==> config.mk <==
export PLATFORM = sky130hd
export DESIGN_NAME = sram_port_arbiter_flat
export DESIGN_NICKNAME = d
export VERILOG_FILES = /design/src/rtl/sram_port_arbiter_if.sv /design/src/rtl/sram_port_arbiter.sv /design/src/flat_wrapper.sv
export SDC_FILE = /design/constraint.sdc
export NUM_CORES = 1
export LEC_CHECK = 0
export BUFFER_PORTS_ARGS = -buffer_cell sky130_fd_sc_hd__buf_2
export CAP_MARGIN = 20
export CORE_AREA = 2 2 107 109
export DETAILED_ROUTE_END_ITERATION = 6
export DIE_AREA = 0 0 109 111
export GPL_TIMING_DRIVEN = 0
export PLACE_DENSITY = 0.59
export SLEW_MARGIN = 15
export SYNTH_ARGS = -nofsm -noshare
export SYNTH_HDL_FRONTEND = slang
export SYNTH_SLANG_ARGS = --single-unit
==> constraint.sdc <==
create_clock -name clk -period 1.8 [get_ports clk]
set_clock_uncertainty 0.1 [all_clocks]
set_input_delay 0.27 -clock clk [delete_from_list [all_inputs] [get_ports clk]]
set_output_delay 0.27 -clock clk [all_outputs]
set_load 0.005 [all_outputs]
==> src/rtl/sram_port_arbiter_if.sv <==
// Requester and SRAM signal bundle for sram_port_arbiter.
// slave: arbiter side; master: requesters plus SRAM side.
interface sram_port_arbiter_if;
  logic        inst_req;
  logic [31:0] inst_addr;
  logic        inst_gnt;
  logic        inst_rvalid;
  logic [31:0] inst_rdata;

  logic        data_req;
  logic [3:0]  data_wen;
  logic [31:0] data_addr;
  logic [31:0] data_wdata;
  logic        data_gnt;
  logic        data_rvalid;
  logic [31:0] data_rdata;

  logic        sram_en;
  logic [3:0]  sram_wen;
  logic [31:0] sram_addr;
  logic [31:0] sram_wdata;
  logic [31:0] sram_rdata;

  modport slave (
    input  inst_req, inst_addr,
    output inst_gnt, inst_rvalid, inst_rdata,
    input  data_req, data_wen, data_addr, data_wdata,
    output data_gnt, data_rvalid, data_rdata,
    output sram_en, sram_wen, sram_addr, sram_wdata,
    input  sram_rdata
  );

  modport master (
    output inst_req, inst_addr,
    input  inst_gnt, inst_rvalid, inst_rdata,
    output data_req, data_wen, data_addr, data_wdata,
    input  data_gnt, data_rvalid, data_rdata,
    input  sram_en, sram_wen, sram_addr, sram_wdata,
    output sram_rdata
  );
endinterface

==> src/rtl/sram_port_arbiter.sv <==
// Shares one single-ported synchronous SRAM between an
// instruction and a data requester, data first with anti-starvation.
module sram_port_arbiter #(
  parameter int STARVE_LIMIT = 4
) (
  input logic               clk,
  input logic               resetn,
  sram_port_arbiter_if.slave bus
);

  typedef enum logic [1:0] {IDLE, RESP_I, RESP_D} owner_t;

  owner_t     owner;
  logic [3:0] starve_cnt;
  logic       wr_q;
  logic       inst_win;
  logic       data_win;

  localparam logic [3:0] LIMIT = 4'(STARVE_LIMIT);

  // Gating with resetn keeps every grant and SRAM strobe low in reset.
  always_comb begin
    inst_win = resetn && bus.inst_req &&
               (!bus.data_req || starve_cnt == LIMIT);
    data_win = resetn && bus.data_req && !inst_win;
  end

  assign bus.inst_gnt = inst_win;
  assign bus.data_gnt = data_win;

  always_comb begin
    bus.sram_en    = 1'b0;
    bus.sram_wen   = 4'h0;
    bus.sram_addr  = 32'h0;
    bus.sram_wdata = 32'h0;
    unique case (1'b1)
      inst_win: begin
        bus.sram_en   = 1'b1;
        bus.sram_addr = bus.inst_addr;
      end
      data_win: begin
        bus.sram_en    = 1'b1;
        bus.sram_wen   = bus.data_wen;
        bus.sram_addr  = bus.data_addr;
        bus.sram_wdata = bus.data_wdata;
      end
      default: ;
    endcase
  end

  always_comb begin
    bus.inst_rvalid = (owner == RESP_I);
    bus.inst_rdata  = bus.inst_rvalid ? bus.sram_rdata : 32'h0;
    bus.data_rvalid = (owner == RESP_D);
    bus.data_rdata  = (bus.data_rvalid && !wr_q) ?
                      bus.sram_rdata : 32'h0;
  end

  always_ff @(posedge clk or negedge resetn) begin
    if (!resetn) begin
      owner      <= IDLE;
      starve_cnt <= 4'h0;
      wr_q       <= 1'b0;
    end else begin
      unique case (1'b1)
        inst_win: owner <= RESP_I;
        data_win: owner <= RESP_D;
        default:  owner <= IDLE;
      endcase
      wr_q <= data_win && (|bus.data_wen);
      if (!bus.inst_req || inst_win)
        starve_cnt <= 4'h0;
      else if (data_win && starve_cnt != LIMIT)
        starve_cnt <= starve_cnt + 4'h1;
    end
  end

endmodule

==> src/flat_wrapper.sv <==
// flat-port wrapper written by rule: the top's interface ports become plain ports
module sram_port_arbiter_flat 
#(
  parameter int STARVE_LIMIT = 4
)
  (clk, resetn, bus_inst_req, bus_inst_addr, bus_inst_gnt, bus_inst_rvalid, bus_inst_rdata, bus_data_req, bus_data_wen, bus_data_addr, bus_data_wdata, bus_data_gnt, bus_data_rvalid, bus_data_rdata, bus_sram_en, bus_sram_wen, bus_sram_addr, bus_sram_wdata, bus_sram_rdata);
  sram_port_arbiter_if bus_i ();
  input logic clk;
  input logic resetn;
  input wire logic [$bits(bus_i.inst_req)-1:0] bus_inst_req;
  input wire logic [$bits(bus_i.inst_addr)-1:0] bus_inst_addr;
  output wire logic [$bits(bus_i.inst_gnt)-1:0] bus_inst_gnt;
  output wire logic [$bits(bus_i.inst_rvalid)-1:0] bus_inst_rvalid;
  output wire logic [$bits(bus_i.inst_rdata)-1:0] bus_inst_rdata;
  input wire logic [$bits(bus_i.data_req)-1:0] bus_data_req;
  input wire logic [$bits(bus_i.data_wen)-1:0] bus_data_wen;
  input wire logic [$bits(bus_i.data_addr)-1:0] bus_data_addr;
  input wire logic [$bits(bus_i.data_wdata)-1:0] bus_data_wdata;
  output wire logic [$bits(bus_i.data_gnt)-1:0] bus_data_gnt;
  output wire logic [$bits(bus_i.data_rvalid)-1:0] bus_data_rvalid;
  output wire logic [$bits(bus_i.data_rdata)-1:0] bus_data_rdata;
  output wire logic [$bits(bus_i.sram_en)-1:0] bus_sram_en;
  output wire logic [$bits(bus_i.sram_wen)-1:0] bus_sram_wen;
  output wire logic [$bits(bus_i.sram_addr)-1:0] bus_sram_addr;
  output wire logic [$bits(bus_i.sram_wdata)-1:0] bus_sram_wdata;
  input wire logic [$bits(bus_i.sram_rdata)-1:0] bus_sram_rdata;
  assign bus_i.inst_req = bus_inst_req;
  assign bus_i.inst_addr = bus_inst_addr;
  assign bus_inst_gnt = bus_i.inst_gnt;
  assign bus_inst_rvalid = bus_i.inst_rvalid;
  assign bus_inst_rdata = bus_i.inst_rdata;
  assign bus_i.data_req = bus_data_req;
  assign bus_i.data_wen = bus_data_wen;
  assign bus_i.data_addr = bus_data_addr;
  assign bus_i.data_wdata = bus_data_wdata;
  assign bus_data_gnt = bus_i.data_gnt;
  assign bus_data_rvalid = bus_i.data_rvalid;
  assign bus_data_rdata = bus_i.data_rdata;
  assign bus_sram_en = bus_i.sram_en;
  assign bus_sram_wen = bus_i.sram_wen;
  assign bus_sram_addr = bus_i.sram_addr;
  assign bus_sram_wdata = bus_i.sram_wdata;
  assign bus_i.sram_rdata = bus_sram_rdata;
  sram_port_arbiter #(.STARVE_LIMIT(STARVE_LIMIT)) u_core (.clk(clk), .resetn(resetn), .bus(bus_i));
endmodule
==> metrics.txt, run 1 <==
Post-route DRC=0; most common cell after layout, fill and taps aside=buf_2; worst-path maximum fanout=10; 1st-iter DRT viols=89; FF-to-FF setup slack=220 ps; YS warnings=0; Final Setup Violations=83; Die X=109 um; Avg Cell Area, Syn=7.65 um^2; GR Layer Usage met2=22.9%; Power Internal=0.000780 W; antenna diode count=0; Net Count, Synth=325; GPL Wtd Cong=0.825; Top Ports=273; Max-slew headroom=77.7%; Yosys reg bits=7; met3 usage=1.29%; CP Capture Type=output pin; Switching Fraction=29.0%; Worst setup SP type=register; Pwr per Cell Area=331 mW/mm^2; failing checks=negative setup slack; non-filler instance count after layout=613; CTS sink cnt=7; Reg2Reg Depth=7; WS Path Type=reg -> out; met1 Usage GRT=13.2%; wire length per cell=13.1 um; DIE AREA=0.0121 mm^2; CTS tree=done; Post-DRT Antenna Nets=0; Starting Density=12.9%; HP Class=in -> reg; IO Port Bufs=271; fin crit share=118%; Clock Power Share=35.0%; Synth area leaders=and2_1 (44%), a22o_1 (20%), dfrtp_1 (12%); Hold Crit Depth=2; P_sw=0.000318 W; RSZ-0062 raised after global routing=yes; CTS H-Tree Depth=1; Layout area overhead=132%; final setup margin=-328 ps; Global Route Usage Sum=11.6%; r2r startpoint=u_core.starve_cnt[0]; placed insts=601; clock latency on the worst-skew pair=240 ps; synthesized area=0.00143 mm^2; status=finished, violations left; Die Y=111 um; routed vias=2461; Flop pwr share=15.2%; crit path to=bus_sram_addr[17]; Yosys cell types=28; # rows=39; NumNets Final=609; final core utilization=30.0%; DR vias/cell=4.01; Synth area leader=and2_1; Fmax=0.470 GHz; post-synthesis sequential area ratio=12.2%; WP data arrival=1760 ps; share of cells above drive strength 1=68.5%; final hold vios=0; most frequent cells in the layout=buf_2 (258), and2_1 (84), a22o_1 (32), buf_6 (23), and2_4 (16); post-synth top area share=43.7%; final global-route overflow total=0; Slew Limit Fails=0; initial antenna violation count=0; post-detail-place hpwl=6.96 mm; vias in the first global route=2312; Final min period=2130 ps; cell count after synthesis=187; clock slew at reported path FFs=30 ps; Worst Tran Pin Value=333 ps; Critical R2R Capture=u_core.wr_q; router iterations before antenna repair=4; Peak VDD IR=0.196 mV; Required @ worst endpoint=1430 ps; Core ar.=0.0111 mm^2; CTS root buffer=clkbuf_16; Worst Setup SP=u_core.starve_cnt[1]; largest net degree at the start of global routing=12; MaxCap Viol Count=0; final WL=8.05 mm; Num CTS Buffers=3; layer with the highest usage=met2; Clock Path Buffers=2; Leak=2.04 nW; global-route wire length before repair=11.3 mm; combinational share of power=49.8%
-- power by group through the flow --
| stage | logic (W) | registers, W | clock network (W) |
|---|---|---|---|
| 3_3_place_gp | 0.000488 | 0.000169 | 0 |
| 5_1_grt | 0.000599 | 0.000167 | 0.000390 |
| 6_report | 0.000547 | 0.000167 | 0.000384 |
| 2_1_floorplan | 0.000184 | 0.000168 | 0 |
| 4_1_cts | 0.000525 | 0.000167 | 0.000385 |
| 3_5_place_dp | 0.000494 | 0.000169 | 0 |
-- cell usage after synthesis, drive strengths merged --
master and number:
and3b 1, a32o 2, nand3b 1, nor3b 1, nand3 1, and2 100, inv 2, a22o 32
o41a 1, dfrtp 7, buf 10, and3 1, nor3 1, o31a 2, and2b 1, ha 2
o21a 1, nor2 2, nand2 3, nor2b 5, clkbuf 7, nor4 1, a21oi 3
-- cell type report --
class / instances / area (um^2)
Sequential cell: 7 / 175
Fill cell: 1164 / 7750
Multi-Input combinational cell: 161 / 1190
Buffer: 17 / 176
Timing Repair Buffer: 279 / 1510
Tap cell: 143 / 179
Inverter: 2 / 7.51
Clock buffer: 4 / 78.8
-- metrics by stage --
stage          cell area [um^2]  hold WS (ps)  TNS, ps  power, W  worst slack [ps]
2_1_floorplan              1430          -126        0  0.000352              13.7
3_3_place_gp               2970          45.6   -19160  0.000657              -328
3_5_place_dp               2970          51.3   -20030  0.000663              -344
4_1_cts                    3180           257   -19690   0.00108              -340
5_1_grt                    3320           270   -24270   0.00116              -387
6_report                   3320           256   -19170   0.00110              -328
-- registers in the layout, summed over array words and instances (netlist names) --
signal	count
u_core.starve_cnt	4
u_core.wr_q	1
u_core.owner	2
-- per-layer routing --
layer | vias to the layer above | wire, um
li1 | 1203 | -
met1 | 1098 | 3040
met2 | 155 | 4230
met3 | 5 | 730
met4 | 0 | 55
met5 | - | 0
-- what timing repair did --
action,CTS,global route
resized for setup,26,30
pin swaps,13,11
buffers inserted,6,3
hold buffers,1,0
endpoints found under the hold margin,7,0
endpoints found under the setup margin,131,100
-- worst max-delay path, cell delays in order, from the launching register on --
cell and delay (ps):
dfrtp_1 370, inv_1 70, ha_2 170, and3b_4 220, a21oi_4 60, buf_12 140, buf_6 130, a22o_1 230
buf_2 130
-- how the worst min path moves through the flow --
stage	from	end	slack [ps]
after CTS	bus_data_req	u_core.owner[0]	260
after global routing	bus_inst_req	u_core.starve_cnt[3]	270
after detailed placement	resetn	u_core.starve_cnt[3]	50
after floorplan	resetn	u_core.owner[0]	-130
after global placement	resetn	u_core.starve_cnt[3]	50
final	bus_data_wen[0]	u_core.wr_q	260
-- kinds of logic (layout without fill, tap and decap cells) --
group                      Yosys count  in the layout  synth area share (%)
buffers and inverters               19            302                  9.00
AOI/OAI and AO/OA                   41             41                  25.6
DFF                                  7              7                  12.2
adders and majority gates            2              2                  1.75
and+or+nand+nor                    118            118                  51.4
Power figures use the tool's default switching activity.
==> run 2, diff against run 1 <==
==> constraint.sdc (replaced) <==
create_clock -name clk -period 1.8 [get_ports clk]
set_clock_uncertainty 0.1 [all_clocks]
set_input_delay 0.18 -clock clk [delete_from_list [all_inputs] [get_ports clk]]
set_output_delay 0.18 -clock clk [all_outputs]
set_load 0.005 [all_outputs]
==> metrics.txt, run 2 (synthesis results as in run 1) <==
area occupied by multi-input gates=0.00115 mm^2 (-3.4%); clock slew at reported path FFs=30 ps (about the same); final WL=7.84 mm (-2.6%); worst-path maximum fanout=10 (unchanged); Final Setup Violations=70 (-16%); Max-slew headroom=78.1% (+0.36 points); crit-path cells=inv_1 -> ha_2 -> and3b_4 -> a21oi_4 -> buf_12 -> buf_6 -> a22o_1 -> buf_2; clock latency on the worst-skew pair=230 ps (about the same); wire length per cell=12.8 um (-2.6%); CTS H-Tree Depth=1 (unchanged); Layout area overhead=122%; global-route wire length before repair=11.2 mm (-0.61%); initial antenna violation count=0 (unchanged); fin crit share=113% (-5.0 points); Worst Tran Pin Value=328 ps (-5.43 ps); Global Route Usage Sum=11.6% (-0.048 points); filler cell count=1191 (+2.3%); 1st-iter DRT viols=82 (-7.9%); Num CTS Buffers=3 (unchanged); final core utilization=28.7% (-1.3 points); GPL Wtd Cong=0.825 (unchanged); Met2 Wirelength=4.04 mm (-4.6%); failing checks=negative setup slack; Top Ports=273 (unchanged); router iterations before antenna repair=4 (unchanged); Worst setup SP type=register; CTS root buffer=clkbuf_16; Peak VDD IR=0.196 mV (about the same); Core ar.=0.0111 mm^2 (unchanged); WP data arrival=1760 ps (about the same); CP Capture Type=output pin; # rows=39 (unchanged); register area=175 um^2 (unchanged); CP peak stage delay=370 ps (about the same); most common cell after layout, fill and taps aside=buf_2; Die X=109 um (unchanged); Slew Limit Fails=0 (unchanged); Buf+Inv Stages, Crit Path=4 (unchanged); Pwr per Cell Area=334 mW/mm^2 (+1.2%); Reg with most FFs=u_core.starve_cnt; post-layout instance area=0.00318 mm^2 (-4.3%); Met3 Wirelength=761 um (+4.2%); final setup margin=-238 ps (+90.5 ps); final hold vios=0 (unchanged); NumNets Final=609 (unchanged); Final min period=2040 ps (-90.5 ps); post-detail-place hpwl=6.96 mm (unchanged); dpl cell area=0.00297 mm^2 (unchanged); status=finished, violations left; vias in the first global route=2307 (-0.22%); max FFs per register=4 (unchanged); WS Path Type=reg -> out; most frequent cells in the layout=buf_2 (272), and2_1 (96), a22o_1 (32), buf_6 (11); share of cells above drive strength 1=66.0% (-2.6 points); CTS tree=done; Post-DRT Antenna Nets=0 (unchanged); uppermost layer routed=met4; final global-route overflow total=0 (unchanged); Required @ worst endpoint=1520 ps (+90 ps); Clock Path Buffers=2 (unchanged); Largest regs=u_core.starve_cnt: 4 flops, u_core.owner: 2 flops, u_core.wr_q: 1 flops; HP Class=in -> reg; RSZ-0062 raised after global routing=yes; Starting Density=12.9% (unchanged); largest net degree at the start of global routing=12 (unchanged); Fmax=0.491 GHz (+4.4%); IO Port Bufs=271 (unchanged); Largest delay share family, worst path=buffers and inverters; Tot Pwr=0.00106 W (-3.1%); CTS sink cnt=7 (unchanged); Die Y=111 um (unchanged); DIE AREA=0.0121 mm^2 (unchanged); DR vias/cell=3.98 (-0.98%); antenna diode count=0 (unchanged); routed vias=2437 (-0.98%); Post-route DRC=0 (unchanged); Leak=2.00 nW (-1.9%); slowest stage cell, crit path=dfrtp_1; routed length on met1=2.99 mm (-1.6%); MaxCap Viol Count=0 (unchanged)
-- run 2: changes by cell type in the layout (fill, tap and decap cells not counted), sizes merged --
cell,change
clkbuf,-1
buf,+1
-- run 2: worst register-to-register path, delay by kind of cell (launching register included) --
family | cells | cell delay [ps]
compound gates | 2 | 340
simple gates | 1 | 200
buf+inv | 3 | 350
fa+ha+maj | 1 | 180
flops | 1 | 330
-- run 2: layer usage --
layer	track usage (%)	up-vias
met4	2.14	0
met3	1.29	5
li1	-	1202
met5	0	-
met2	22.8	159
met1	13.1	1071
-- run 2: layout make-up --
| type | instances | share of cell area [%] |
|---|---|---|
| Timing Repair Buffer | 279 | 45.2 |
| Multi-Input combinational cell | 161 | 36.3 |
| Tap cell | 143 | 5.62 |
| Sequential cell | 7 | 5.51 |
| Buffer | 17 | 4.72 |
| Clock buffer | 4 | 2.48 |
| Inverter | 2 | 0.236 |
-- run 2: repair_timing --
item                                    CTS  global route
endpoints found under the hold margin     7             0
pin swaps                                 7             4
hold buffers                              1             0
endpoints found under the setup margin  130           126
gates resized for setup                  14            15
cloned                                    0             0
buffers inserted                          6             3
-- run 2: metrics by stage --
step | cells | hold slack [ps] | TNS, ps | worst slack [ps]
4_1_cts | 611 | 167 | -13020 | -250
2_1_floorplan | 187 | -216 | 0 | 104
6_report | 613 | 161 | -12560 | -238
5_1_grt | 613 | 180 | -16390 | -297
3_3_place_gp | 601 | -44.4 | -12860 | -238
3_5_place_dp | 601 | -38.7 | -13730 | -254
-- run 2: power by group --
group / switching (W) / leakage [nW] / internal, W
sequential: 0.00000275 / 0.0945 / 0.000163
clock: 0.0000882 / 0.0382 / 0.000295
combinational: 0.000218 / 1.87 / 0.000297
-- run 2: path summary, 6_finish.rpt --
check | from | slack, ps | endpoint | cells after the start
max | u_core.starve_cnt[1] | -240 | bus_sram_addr[17] | 8
min | bus_data_req | 160 | u_core.owner[0] | 2
max reg2reg | u_core.starve_cnt[0] | 220 | u_core.wr_q | 7
min reg2reg | u_core.starve_cnt[0] | 520 | u_core.starve_cnt[0] | 2
max in group asynchronous | resetn | 970 | u_core.starve_cnt[1] | 2
min in group asynchronous | resetn | 380 | u_core.starve_cnt[3] | 2
